File: config.mk
export PLATFORM = sky130hd
export DESIGN_NAME = pu_fetch_stage_flat
export DESIGN_NICKNAME = d
export VERILOG_FILES = /design/src/rtl/pu_pkg.sv /design/src/rtl/pu_fetch_stage_if.sv /design/src/rtl/pu_issue_counter.sv /design/src/rtl/pu_fetch_stage.sv /design/src/flat_wrapper.sv
export SDC_FILE = /design/constraint.sdc
export NUM_CORES = 1
export LEC_CHECK = 0
export BUFFER_PORTS_ARGS = -buffer_cell sky130_fd_sc_hd__clkbuf_2
export CORE_MARGIN = 5
export CORE_UTILIZATION = 30
export CTS_BUF_LIST = sky130_fd_sc_hd__clkbuf_2
export CTS_CLUSTER_SIZE = 20
export DETAILED_ROUTE_END_ITERATION = 7
export PLACE_DENSITY = 0.67
export SYNTH_ARGS = -nofsm -noshare
export SYNTH_HDL_FRONTEND = slang
export SYNTH_HIERARCHICAL = 1
export SYNTH_SLANG_ARGS = --single-unit
File: constraint.sdc
create_clock -name clock_i -period 1.8 [get_ports clock_i]
set_clock_uncertainty 0.15 [all_clocks]
set_input_delay 0.27 -clock clock_i [delete_from_list [all_inputs] [get_ports clock_i]]
set_output_delay 0.27 -clock clock_i [all_outputs]
set_load 0.05 [all_outputs]
File: src/rtl/pu_pkg.sv
// pu_pkg: definitions shared by the reg_pu fetch, decode and top level.
//   - width/encoding defaults: PC_W, INSTR_W, HALT_INSTR, CNT_W
//   - fetch FSM state encoding and its enum type
package pu_pkg;

  localparam int          PC_W       = 8;
  localparam int          INSTR_W    = 9;
  localparam logic [8:0]  HALT_INSTR = 9'h1FF;
  localparam int          CNT_W      = 15;

  localparam logic [1:0]  ST_IDLE    = 2'd0;
  localparam logic [1:0]  ST_FETCH   = 2'd1;
  localparam logic [1:0]  ST_HALTED  = 2'd2;

  typedef enum logic [1:0] {
    IDLE   = ST_IDLE,
    FETCH  = ST_FETCH,
    HALTED = ST_HALTED
  } fetch_state_e;

endpackage

File: src/rtl/pu_fetch_stage_if.sv
// pu_fetch_stage_if: instruction-memory and fetch-to-decode signals.
//   imem_addr_o  : read address (fetch -> memory)
//   imem_rdata_i : read data, one cycle after its address (memory -> fetch)
//   id_stall_i   : decode cannot accept this cycle
//   br_taken_i / br_target_i : execute-stage redirect
//   if_valid_o / if_instr_o / if_pc_o : issued instruction to decode
// master = fetch stage, slave = memory/decode/execute side.
interface pu_fetch_stage_if #(
  parameter int PC_W    = pu_pkg::PC_W,
  parameter int INSTR_W = pu_pkg::INSTR_W
);
  logic [PC_W-1:0]    imem_addr_o;
  logic [INSTR_W-1:0] imem_rdata_i;
  logic               id_stall_i;
  logic               br_taken_i;
  logic [PC_W-1:0]    br_target_i;
  logic               if_valid_o;
  logic [INSTR_W-1:0] if_instr_o;
  logic [PC_W-1:0]    if_pc_o;

  modport master (
    output imem_addr_o, if_valid_o, if_instr_o, if_pc_o,
    input  imem_rdata_i, id_stall_i, br_taken_i, br_target_i
  );

  modport slave (
    input  imem_addr_o, if_valid_o, if_instr_o, if_pc_o,
    output imem_rdata_i, id_stall_i, br_taken_i, br_target_i
  );
endinterface

File: src/rtl/pu_issue_counter.sv
// pu_issue_counter: saturating up-counter with synchronous clear.
//   clock_i, reset_i : clock, async active-high reset
//   clr_i            : clear to zero (wins over en_i)
//   en_i             : count one event
//   count_o          : current count, sticks at all-ones
module pu_issue_counter #(
  parameter int CNT_W = pu_pkg::CNT_W
) (
  input  logic             clock_i,
  input  logic             reset_i,
  input  logic             clr_i,
  input  logic             en_i,
  output logic [CNT_W-1:0] count_o
);

  logic [CNT_W-1:0] cnt_q, cnt_d;

  always_comb begin
    cnt_d = cnt_q;
    if (clr_i)
      cnt_d = '0;
    else if (en_i && (cnt_q != {CNT_W{1'b1}}))
      cnt_d = cnt_q + CNT_W'(1);
  end

  always_ff @(posedge clock_i or posedge reset_i) begin
    if (reset_i) cnt_q <= '0;
    else         cnt_q <= cnt_d;
  end

  assign count_o = cnt_q;

endmodule

File: src/rtl/pu_fetch_stage.sv
// pu_fetch_stage: instruction fetch for reg_pu. Owns the PC, reads the
// synchronous instruction memory and issues one instruction per cycle.
//   clock_i, reset_i : clock, async active-high reset
//   start_i, start_addr_i : launch/restart fetch at start_addr_i
//   bus (master)     : memory address/data, decode stall, branch redirect,
//                      issued instruction/PC/valid
//   halted_o         : fetch stopped after issuing HALT_INSTR
//   issue_count_o    : issued-instruction count
// Macro PU_FETCH_PERF_CNT_EN enables the issue counter; otherwise
// issue_count_o is tied to zero.
module pu_fetch_stage #(
  parameter int                 PC_W       = pu_pkg::PC_W,
  parameter int                 INSTR_W    = pu_pkg::INSTR_W,
  parameter logic [INSTR_W-1:0] HALT_INSTR = pu_pkg::HALT_INSTR,
  parameter int                 CNT_W      = pu_pkg::CNT_W
) (
  input  logic                 clock_i,
  input  logic                 reset_i,
  input  logic                 start_i,
  input  logic [PC_W-1:0]      start_addr_i,
  pu_fetch_stage_if.master     bus,
  output logic                 halted_o,
  output logic [CNT_W-1:0]     issue_count_o
);
  import pu_pkg::*;

  fetch_state_e      state_q;
  logic [PC_W-1:0]   pc_q, pc_d;
  logic              halted_q;
  logic              in_fetch, issue, halt_hit;

  assign in_fetch = (state_q == FETCH);

  // The memory is addressed with the next PC so its data lines up with
  // pc_q one cycle later; a held PC simply re-reads the same word.
  always_comb begin
    if (start_i)
      pc_d = start_addr_i;
    else if (in_fetch && bus.br_taken_i)
      pc_d = bus.br_target_i;
    else if (bus.id_stall_i || !in_fetch)
      pc_d = pc_q;
    else
      pc_d = pc_q + PC_W'(1);
  end

  assign bus.imem_addr_o = pc_d;
  assign bus.if_valid_o  = in_fetch && !bus.br_taken_i;
  assign bus.if_instr_o  = bus.imem_rdata_i;
  assign bus.if_pc_o     = pc_q;

  assign issue    = bus.if_valid_o && !bus.id_stall_i;
  assign halt_hit = issue && (bus.imem_rdata_i == HALT_INSTR);

  always_ff @(posedge clock_i or posedge reset_i) begin
    if (reset_i) begin
      state_q  <= IDLE;
      pc_q     <= '0;
      halted_q <= 1'b0;
    end else begin
      pc_q <= pc_d;
      case (state_q)
        IDLE: begin
          if (start_i) state_q <= FETCH;
        end
        FETCH: begin
          // start restarts in place; the squashed word never issues
          if (!start_i && halt_hit) begin
            state_q  <= HALTED;
            halted_q <= 1'b1;
          end
        end
        HALTED: begin
          if (start_i) begin
            state_q  <= FETCH;
            halted_q <= 1'b0;
          end
        end
        default: begin
          state_q  <= IDLE;
          halted_q <= 1'b0;
        end
      endcase
    end
  end

  assign halted_o = halted_q;

`ifdef PU_FETCH_PERF_CNT_EN
  pu_issue_counter #(.CNT_W(CNT_W)) u_issue_counter (
    .clock_i (clock_i),
    .reset_i (reset_i),
    .clr_i   (start_i),
    .en_i    (issue),
    .count_o (issue_count_o)
  );
`else
  assign issue_count_o = '0;
`endif

endmodule

File: src/flat_wrapper.sv
// flat-port wrapper written by rule: the top's interface ports become plain ports
module pu_fetch_stage_flat import pu_pkg::*;
#(
  parameter int                 PC_W       = pu_pkg::PC_W,
  parameter int                 INSTR_W    = pu_pkg::INSTR_W,
  parameter logic [INSTR_W-1:0] HALT_INSTR = pu_pkg::HALT_INSTR,
  parameter int                 CNT_W      = pu_pkg::CNT_W
)
  (clock_i, reset_i, start_i, start_addr_i, halted_o, issue_count_o, bus_imem_addr_o, bus_if_valid_o, bus_if_instr_o, bus_if_pc_o, bus_imem_rdata_i, bus_id_stall_i, bus_br_taken_i, bus_br_target_i);
  pu_fetch_stage_if #(.PC_W(PC_W), .INSTR_W(INSTR_W)) bus_i ();
  input  logic clock_i;
  input  logic reset_i;
  input  logic start_i;
  input  logic [PC_W-1:0] start_addr_i;
  output logic halted_o;
  output logic [CNT_W-1:0] issue_count_o;
  output wire logic [$bits(bus_i.imem_addr_o)-1:0] bus_imem_addr_o;
  output wire logic [$bits(bus_i.if_valid_o)-1:0] bus_if_valid_o;
  output wire logic [$bits(bus_i.if_instr_o)-1:0] bus_if_instr_o;
  output wire logic [$bits(bus_i.if_pc_o)-1:0] bus_if_pc_o;
  input wire logic [$bits(bus_i.imem_rdata_i)-1:0] bus_imem_rdata_i;
  input wire logic [$bits(bus_i.id_stall_i)-1:0] bus_id_stall_i;
  input wire logic [$bits(bus_i.br_taken_i)-1:0] bus_br_taken_i;
  input wire logic [$bits(bus_i.br_target_i)-1:0] bus_br_target_i;
  assign bus_imem_addr_o = bus_i.imem_addr_o;
  assign bus_if_valid_o = bus_i.if_valid_o;
  assign bus_if_instr_o = bus_i.if_instr_o;
  assign bus_if_pc_o = bus_i.if_pc_o;
  assign bus_i.imem_rdata_i = bus_imem_rdata_i;
  assign bus_i.id_stall_i = bus_id_stall_i;
  assign bus_i.br_taken_i = bus_br_taken_i;
  assign bus_i.br_target_i = bus_br_target_i;
  pu_fetch_stage #(.PC_W(PC_W), .INSTR_W(INSTR_W), .HALT_INSTR(HALT_INSTR), .CNT_W(CNT_W)) u_core (.clock_i(clock_i), .reset_i(reset_i), .start_i(start_i), .start_addr_i(start_addr_i), .bus(bus_i), .halted_o(halted_o), .issue_count_o(issue_count_o));
endmodule
; ---- Word-level counts from Yosys, hierarchy flattened
; Cells that the tools add are included.
[word_totals]
ff_bits = 11
input_bits = 30
output_inout_bits = 42
[classes]
addsub = 1
eq_ne = 6
n_reduce_logical = 14
n_mux = 9
bitwise_logic = 1
[ops]
columns = cell, n
row1 = $mux W8, 3
row2 = $eq A9 B9 Y1 const B, 1
row3 = $add A8 B1 Y8 const B, 1
row4 = $logic_and A1 B1 Y1, 5
row5 = $logic_not A1 Y1, 4
row6 = $mux W2, 2
row7 = $ne A2 B2 Y1 const B, 2
row8 = $pmux W2 S2, 1
row9 = $pmux W1 S3, 1
row10 = $reduce_and A3 Y1, 1
row11 = $eq A2 B1 Y1 const B, 1
row12 = $eq A2 B2 Y1 const B, 1
row13 = $logic_not A2 Y1, 1
row14 = $mux W1, 2
row15 = $ne A2 B1 Y1 const B, 1
row16 = $reduce_and A2 Y1, 1
row17 = $reduce_or A2 Y1, 1
row18 = $logic_or A1 B1 Y1, 1
row19 = $not A1 Y1, 1

; ---- Logic depth before layout (Yosys ltp)
[depth]
ltp_word = 7
mapped_depth = 5
mapped_depth_nobuf = 5

; ---- Worst setup path before layout
; OpenSTA, ideal clock, no wires.
[synth_timing]
path_kind = flip-flop to output port
from = reg u_core.state_q[1]
to = out bus_imem_addr_o[0]
t_required_ns = 1.380
arrival_time_ns = 2.390
path_slack_ns = -1.010
path_stages_with_launch = 6
path_cell_list = dfrtp_1 > or3b_1 > buf_6 > o21ai_0 > a21oi_1 > o31ai_1
[synth_between]
elab_chain_cells = 6
[synth_rtl]
columns = item, line
row1 = start: declaration, pu_fetch_stage.sv:27  ; fetch_state_e state_q;
row2 = start signal: assignment, pu_fetch_stage.sv:57  ; state_q <= IDLE;
row3 = start signal: assignment, pu_fetch_stage.sv:64  ; if (start_i) state_q <= FETCH;
row4 = start signal: assignment, pu_fetch_stage.sv:69  ; state_q <= HALTED;
row5 = $eq A2 B1 Y1 *, pu_fetch_stage.sv:32  ; assign in_fetch = (state_q == FETCH);
row6 = $logic_not A1 Y1, pu_fetch_stage.sv:41  ; else if (bus.id_stall_i || !in_fetch)
row7 = $logic_or A1 B1 Y1, pu_fetch_stage.sv:41
row8 = $mux W8, pu_fetch_stage.sv:41
row9 = $mux W8 *, pu_fetch_stage.sv:39  ; else if (in_fetch && bus.br_taken_i)
row10 = $mux W8 *, pu_fetch_stage.sv:37  ; if (start_i)
row11 = end: declaration, flat_wrapper.sv:17  ; output wire logic [$bits(bus_i.imem_addr_o)-1:0] bus_imem_addr_o;
; Mark *: on every way between the ends. The rest lies on a longest branch, timed or not.

; ---- Worst setup path after layout
[layout_timing]
from = reg u_core.pc_q[0] (netlist: u_core/bus.if_pc_o[0])
to = out bus_imem_addr_o[7]
[layout_between]
elab_chain_cells = 4
[layout_rtl]
columns = item, line
row1 = start: declaration, pu_fetch_stage.sv:28  ; logic [PC_W-1:0] pc_q, pc_d;
row2 = start signal: assignment, pu_fetch_stage.sv:61  ; pc_q <= pc_d;
row3 = $add A8 B1 Y8, pu_fetch_stage.sv:44  ; pc_d = pc_q + PC_W'(1);
row4 = $mux W8, pu_fetch_stage.sv:41
row5 = $mux W8, pu_fetch_stage.sv:39
row6 = $mux W8, pu_fetch_stage.sv:37
; Every way passes these cells.

==> impl_results.md <==
* Final cell count without fillers at 218
* Iteration-0 DRC Markers at 42
* Power consumption at 1.19 mW
* # diodes at 0
* Worst hold path stage count at 3
* Min cycle time layout at 2.38 ns
* Core box area at 2810 µm²
* Insertion delay to the later sink of the worst-skew pair at 0.28 ns
* Placer Congestion at 0.832
* Number of enable flip-flop cells after synthesis at 0
* Failing checks: negative setup slack
* Routed via count at 1049
* Die outline width at 64.6 µm
* Power per Cell Area at 697 nW/µm²
* Post-Route WL at 3.29 mm
* Wire length the detailed router placed on met1 at 1.29 mm
* Ys async rst share at 1.00
* Sequential fraction of the synthesis area at 0.308
* Wire length of the first global-routing pass at 4.90 mm
* Critical path endpoint category: primary output
* Largest net degree at the start of global routing at 16
* Final Hold Viols at 0
* Critical path launch point type: flop
* Number of DRC violations after detailed routing at 0
* Upper clock frequency limit at 0.419 GHz
* WP data required at 1.38 ns
* ANT nets after route at 0
* Final nets at 219
* Die footprint at 4170 µm²
* Per-cell routed wire length at 15.1 µm
* Total met2 wirelength after detailed routing at 1.74 mm
* Overflow left after global routing at 0
* Final critical-path share of the clock period at 1.32
* Gate Count Post-Synth at 107
* Initial core utilization at 0.319
* Worst setup path class: reg2out
* Cell area after placement at 1410 µm²
* Post-synthesis cell type count at 37
* Switching pwr at 0.589 mW
* Arrival @ worst endpoint at 1.96 ns
* Kind of path behind the tightest hold check: in2reg
* Count of max-cap constraint violations at 0
* Row Count at 19
* Proportion of layout cells with a drive suffix above 1 at 0.690
* Pins Over Slew Limit at 0
* Internal cell power at 0.604 mW
* Placed instance count at 202
* Critical path, cell by cell: buf_4 -> nand3_2 -> buf_4 -> nor4_4 -> xnor2_2 -> o221ai_4 -> buf_12
* Multi-input combinational cell area at 696 µm²
* Number of antenna violations at the first check in global routing at 0
* Leakage power of the design at 0.850 nW
* Synthesis-to-layout area growth at 91.3%
* Peak supply drop at 0.283 mV
* Mean instance size in the synthesized netlist at 8.36 µm²
* Maximum fanout along the worst path at 5
* Highest signal layer in the routed design: met4
* Final Cell Area at 1710 µm²
* Total number of H-tree levels at 1
* Reg2reg path depth at 8
* CTS Buf Count at 3
* Top_reg_cell synth: sky130_fd_sc_hd__dfrtp_1
* Quantity of I/O buffers inserted on ports at 56
* GRT Overall Usage at 0.151
* Switch share at 0.494
* Library cell appearing most often on the critical path: sky130_fd_sc_hd__buf_4
* Clock slew at the register clock pins of the worst setup and hold paths at 0.12 ns
* Flop and latch count out of synthesis at 11
* Post-detailed-placement half-perimeter wirelength at 2.36 mm
* TritonCTS clock tree: yes
* Via density per instance at 4.81
* Peak per-stage delay on the critical path at 0.42 ns
* Vertical extent of the die at 64.6 µm
* Run status: finished with violations
* Sum of met3 wire segment lengths after detailed routing at 189 µm
* Number of top-level pins at 72
* CP max stage cell: sky130_fd_sc_hd__dfrtp_2
* Final count of negative-setup-slack endpoints at 14
* Relative contribution of the clock network to total power at 0.122
* Sinks on Clock Net at 11
* Portion of total power attributed to combinational logic at 0.630
* First drt pass iteration count at 4
* Clock tree root driver cell: sky130_fd_sc_hd__clkbuf_2
* RSZ-0062 raised after global routing: true
* Synthesized cell area at 895 µm²
* Area taken by flip-flops and latches at 284 µm²
* Fin worst setup slack at -0.584 ns
* Number of global-route vias before repair at 1082
* Clock tree buffer depth at 2
* Final-layout fill cell count at 233
* Synthesis Warnings at 6
* Sequential Power Share at 0.248
==> worst paths after layout <==
check | slack [ns] | from | end
max | -0.58 | u_core/bus.if_pc_o[0]$_DFF_PP0_ | bus_imem_addr_o[7]
min | 0.1 | start_addr_i[5] | u_core/bus.if_pc_o[5]$_DFF_PP0_
max reg2reg | -0.22 | u_core/bus.if_pc_o[0]$_DFF_PP0_ | u_core/bus.if_pc_o[7]$_DFF_PP0_
min reg2reg | 0.34 | u_core/halted_o$_DFFE_PP0P_ | u_core/halted_o$_DFFE_PP0P_
max in group asynchronous | 0.82 | reset_i | u_core/bus.if_pc_o[0]$_DFF_PP0_
min in group asynchronous | 0.35 | reset_i | u_core/bus.if_pc_o[4]$_DFF_PP0_
==> cell type report <==
| class | count | share of cell area |
|---|---|---|
| clock buffer | 3 | 0.00877 |
| clock inverter | 1 | 0.00292 |
| inverter | 3 | 0.00658 |
| multi-input combinational | 81 | 0.406 |
| sequential | 11 | 0.166 |
| tap | 31 | 0.0227 |
| timing repair buffer | 88 | 0.387 |
==> cell usage after synthesis, types with 2 or more instances <==
cell type	count	area share
sky130_fd_sc_hd__inv_1	3	0.013
sky130_fd_sc_hd__nand3_1	4	0.022
sky130_fd_sc_hd__xor2_1	2	0.020
sky130_fd_sc_hd__nand4_1	3	0.021
sky130_fd_sc_hd__a21oi_1	3	0.017
sky130_fd_sc_hd__o31ai_1	2	0.017
sky130_fd_sc_hd__buf_4	24	0.20
sky130_fd_sc_hd__nor2_1	4	0.017
sky130_fd_sc_hd__dfrtp_1	11	0.31
sky130_fd_sc_hd__nor3_1	2	0.011
sky130_fd_sc_hd__o21ai_0	6	0.034
sky130_fd_sc_hd__and3_1	2	0.014
sky130_fd_sc_hd__nand2_1	16	0.067
sky130_fd_sc_hd__o221ai_1	2	0.020
==> power by group through the flow <==
| stage | sequential, mW | clock (mW) | combinational (mW) |
|---|---|---|---|
| 2_1_floorplan | 0.375 | 0 | 0.380 |
| 3_3_place_gp | 0.295 | 0 | 0.612 |
| 3_5_place_dp | 0.297 | 0 | 0.619 |
| 4_1_cts | 0.293 | 0.154 | 0.714 |
| 5_1_grt | 0.300 | 0.160 | 0.785 |
| 6_report | 0.296 | 0.145 | 0.751 |
==> state kept, by name, summed over array words and instances, names as in the netlist <==
register,count
u_core/halted_o,1
u_core/state_q,2
u_core/bus.if_pc_o,8
==> logic make-up (layout without fill, tap and decap cells) <==
| family | after synthesis | count (layout) | synth area share |
|---|---|---|---|
| other cells | 1 | 15 | 0.00419 |
| xor+xnor | 3 | 3 | 0.0294 |
| fa+ha+maj | 1 | 1 | 0.0140 |
| flops | 11 | 11 | 0.308 |
| buf+inv | 29 | 95 | 0.231 |
| simple gates | 44 | 44 | 0.283 |
| compound gates | 18 | 18 | 0.131 |
==> critical path, delay by kind of cell (launching register included) <==
kind / cells / cell delay [ns]
xor gates and xnor gates: 1 / 0.17
DFF: 1 / 0.42
AOI/OAI and AO/OA: 1 / 0.13
and+or+nand+nor: 2 / 0.45
buffers and inverters: 3 / 0.51
==> timing repair <==
item | in CTS | in global routing
resized for setup | 34 | 12
pin swaps | 7 | 6
setup endpoints to repair | 15 | 15
hold buffers | 1 | 0
cloned | 0 | 0
buffers inserted | 10 | 2
hold endpoints to repair | 11 | 0
==> metrics by stage <==
stage / utilization / hold WS, ns / setup slack [ns] / TNS, ns
floorplan: - / -0.0280 / -0.265 / -2.16
global placement: 0.501 / 0.127 / -0.375 / -2.29
detailed placement: 0.501 / 0.125 / -0.395 / -2.65
CTS: 0.590 / 0.0776 / -0.571 / -4.47
global route: 0.610 / 0.101 / -0.665 / -5.60
finish: 0.610 / 0.0967 / -0.584 / -4.69
==> cell usage in the layout (no fill, tap or decap), types with 2 or more instances in the layout <==
cell type	synthesis	layout
sky130_fd_sc_hd__nor2_4	0	2
sky130_fd_sc_hd__xor2_1	2	2
sky130_fd_sc_hd__dfrtp_1	11	4
sky130_fd_sc_hd__buf_8	0	4
sky130_fd_sc_hd__clkbuf_2	0	50
sky130_fd_sc_hd__o21ai_0	6	4
sky130_fd_sc_hd__nor3_4	0	2
sky130_fd_sc_hd__or4_4	1	2
sky130_fd_sc_hd__o21ai_4	0	2
sky130_fd_sc_hd__inv_1	3	3
sky130_fd_sc_hd__dfrtp_2	0	7
sky130_fd_sc_hd__o31ai_4	0	2
sky130_fd_sc_hd__buf_4	24	26
sky130_fd_sc_hd__o221ai_4	0	2
sky130_fd_sc_hd__and3_1	2	2
sky130_fd_sc_hd__nor2_1	4	2
sky130_fd_sc_hd__buf_12	0	4
sky130_fd_sc_hd__a21oi_2	0	2
sky130_fd_sc_hd__nand4_1	3	3
sky130_fd_sc_hd__nand2_1	16	15
sky130_fd_sc_hd__conb_1	1	15
sky130_fd_sc_hd__buf_6	1	5
sky130_fd_sc_hd__nor4_4	0	2
sky130_fd_sc_hd__nand3_2	0	3
==> metal layers <==
layer | vias up | global-route usage
li1 | 501 | -
met1 | 493 | 0.162
met2 | 46 | 0.282
met3 | 9 | 0.0363
met4 | 0 | 0.0607
met5 | - | 0
No activity file was read; power rests on OpenSTA's default activity.
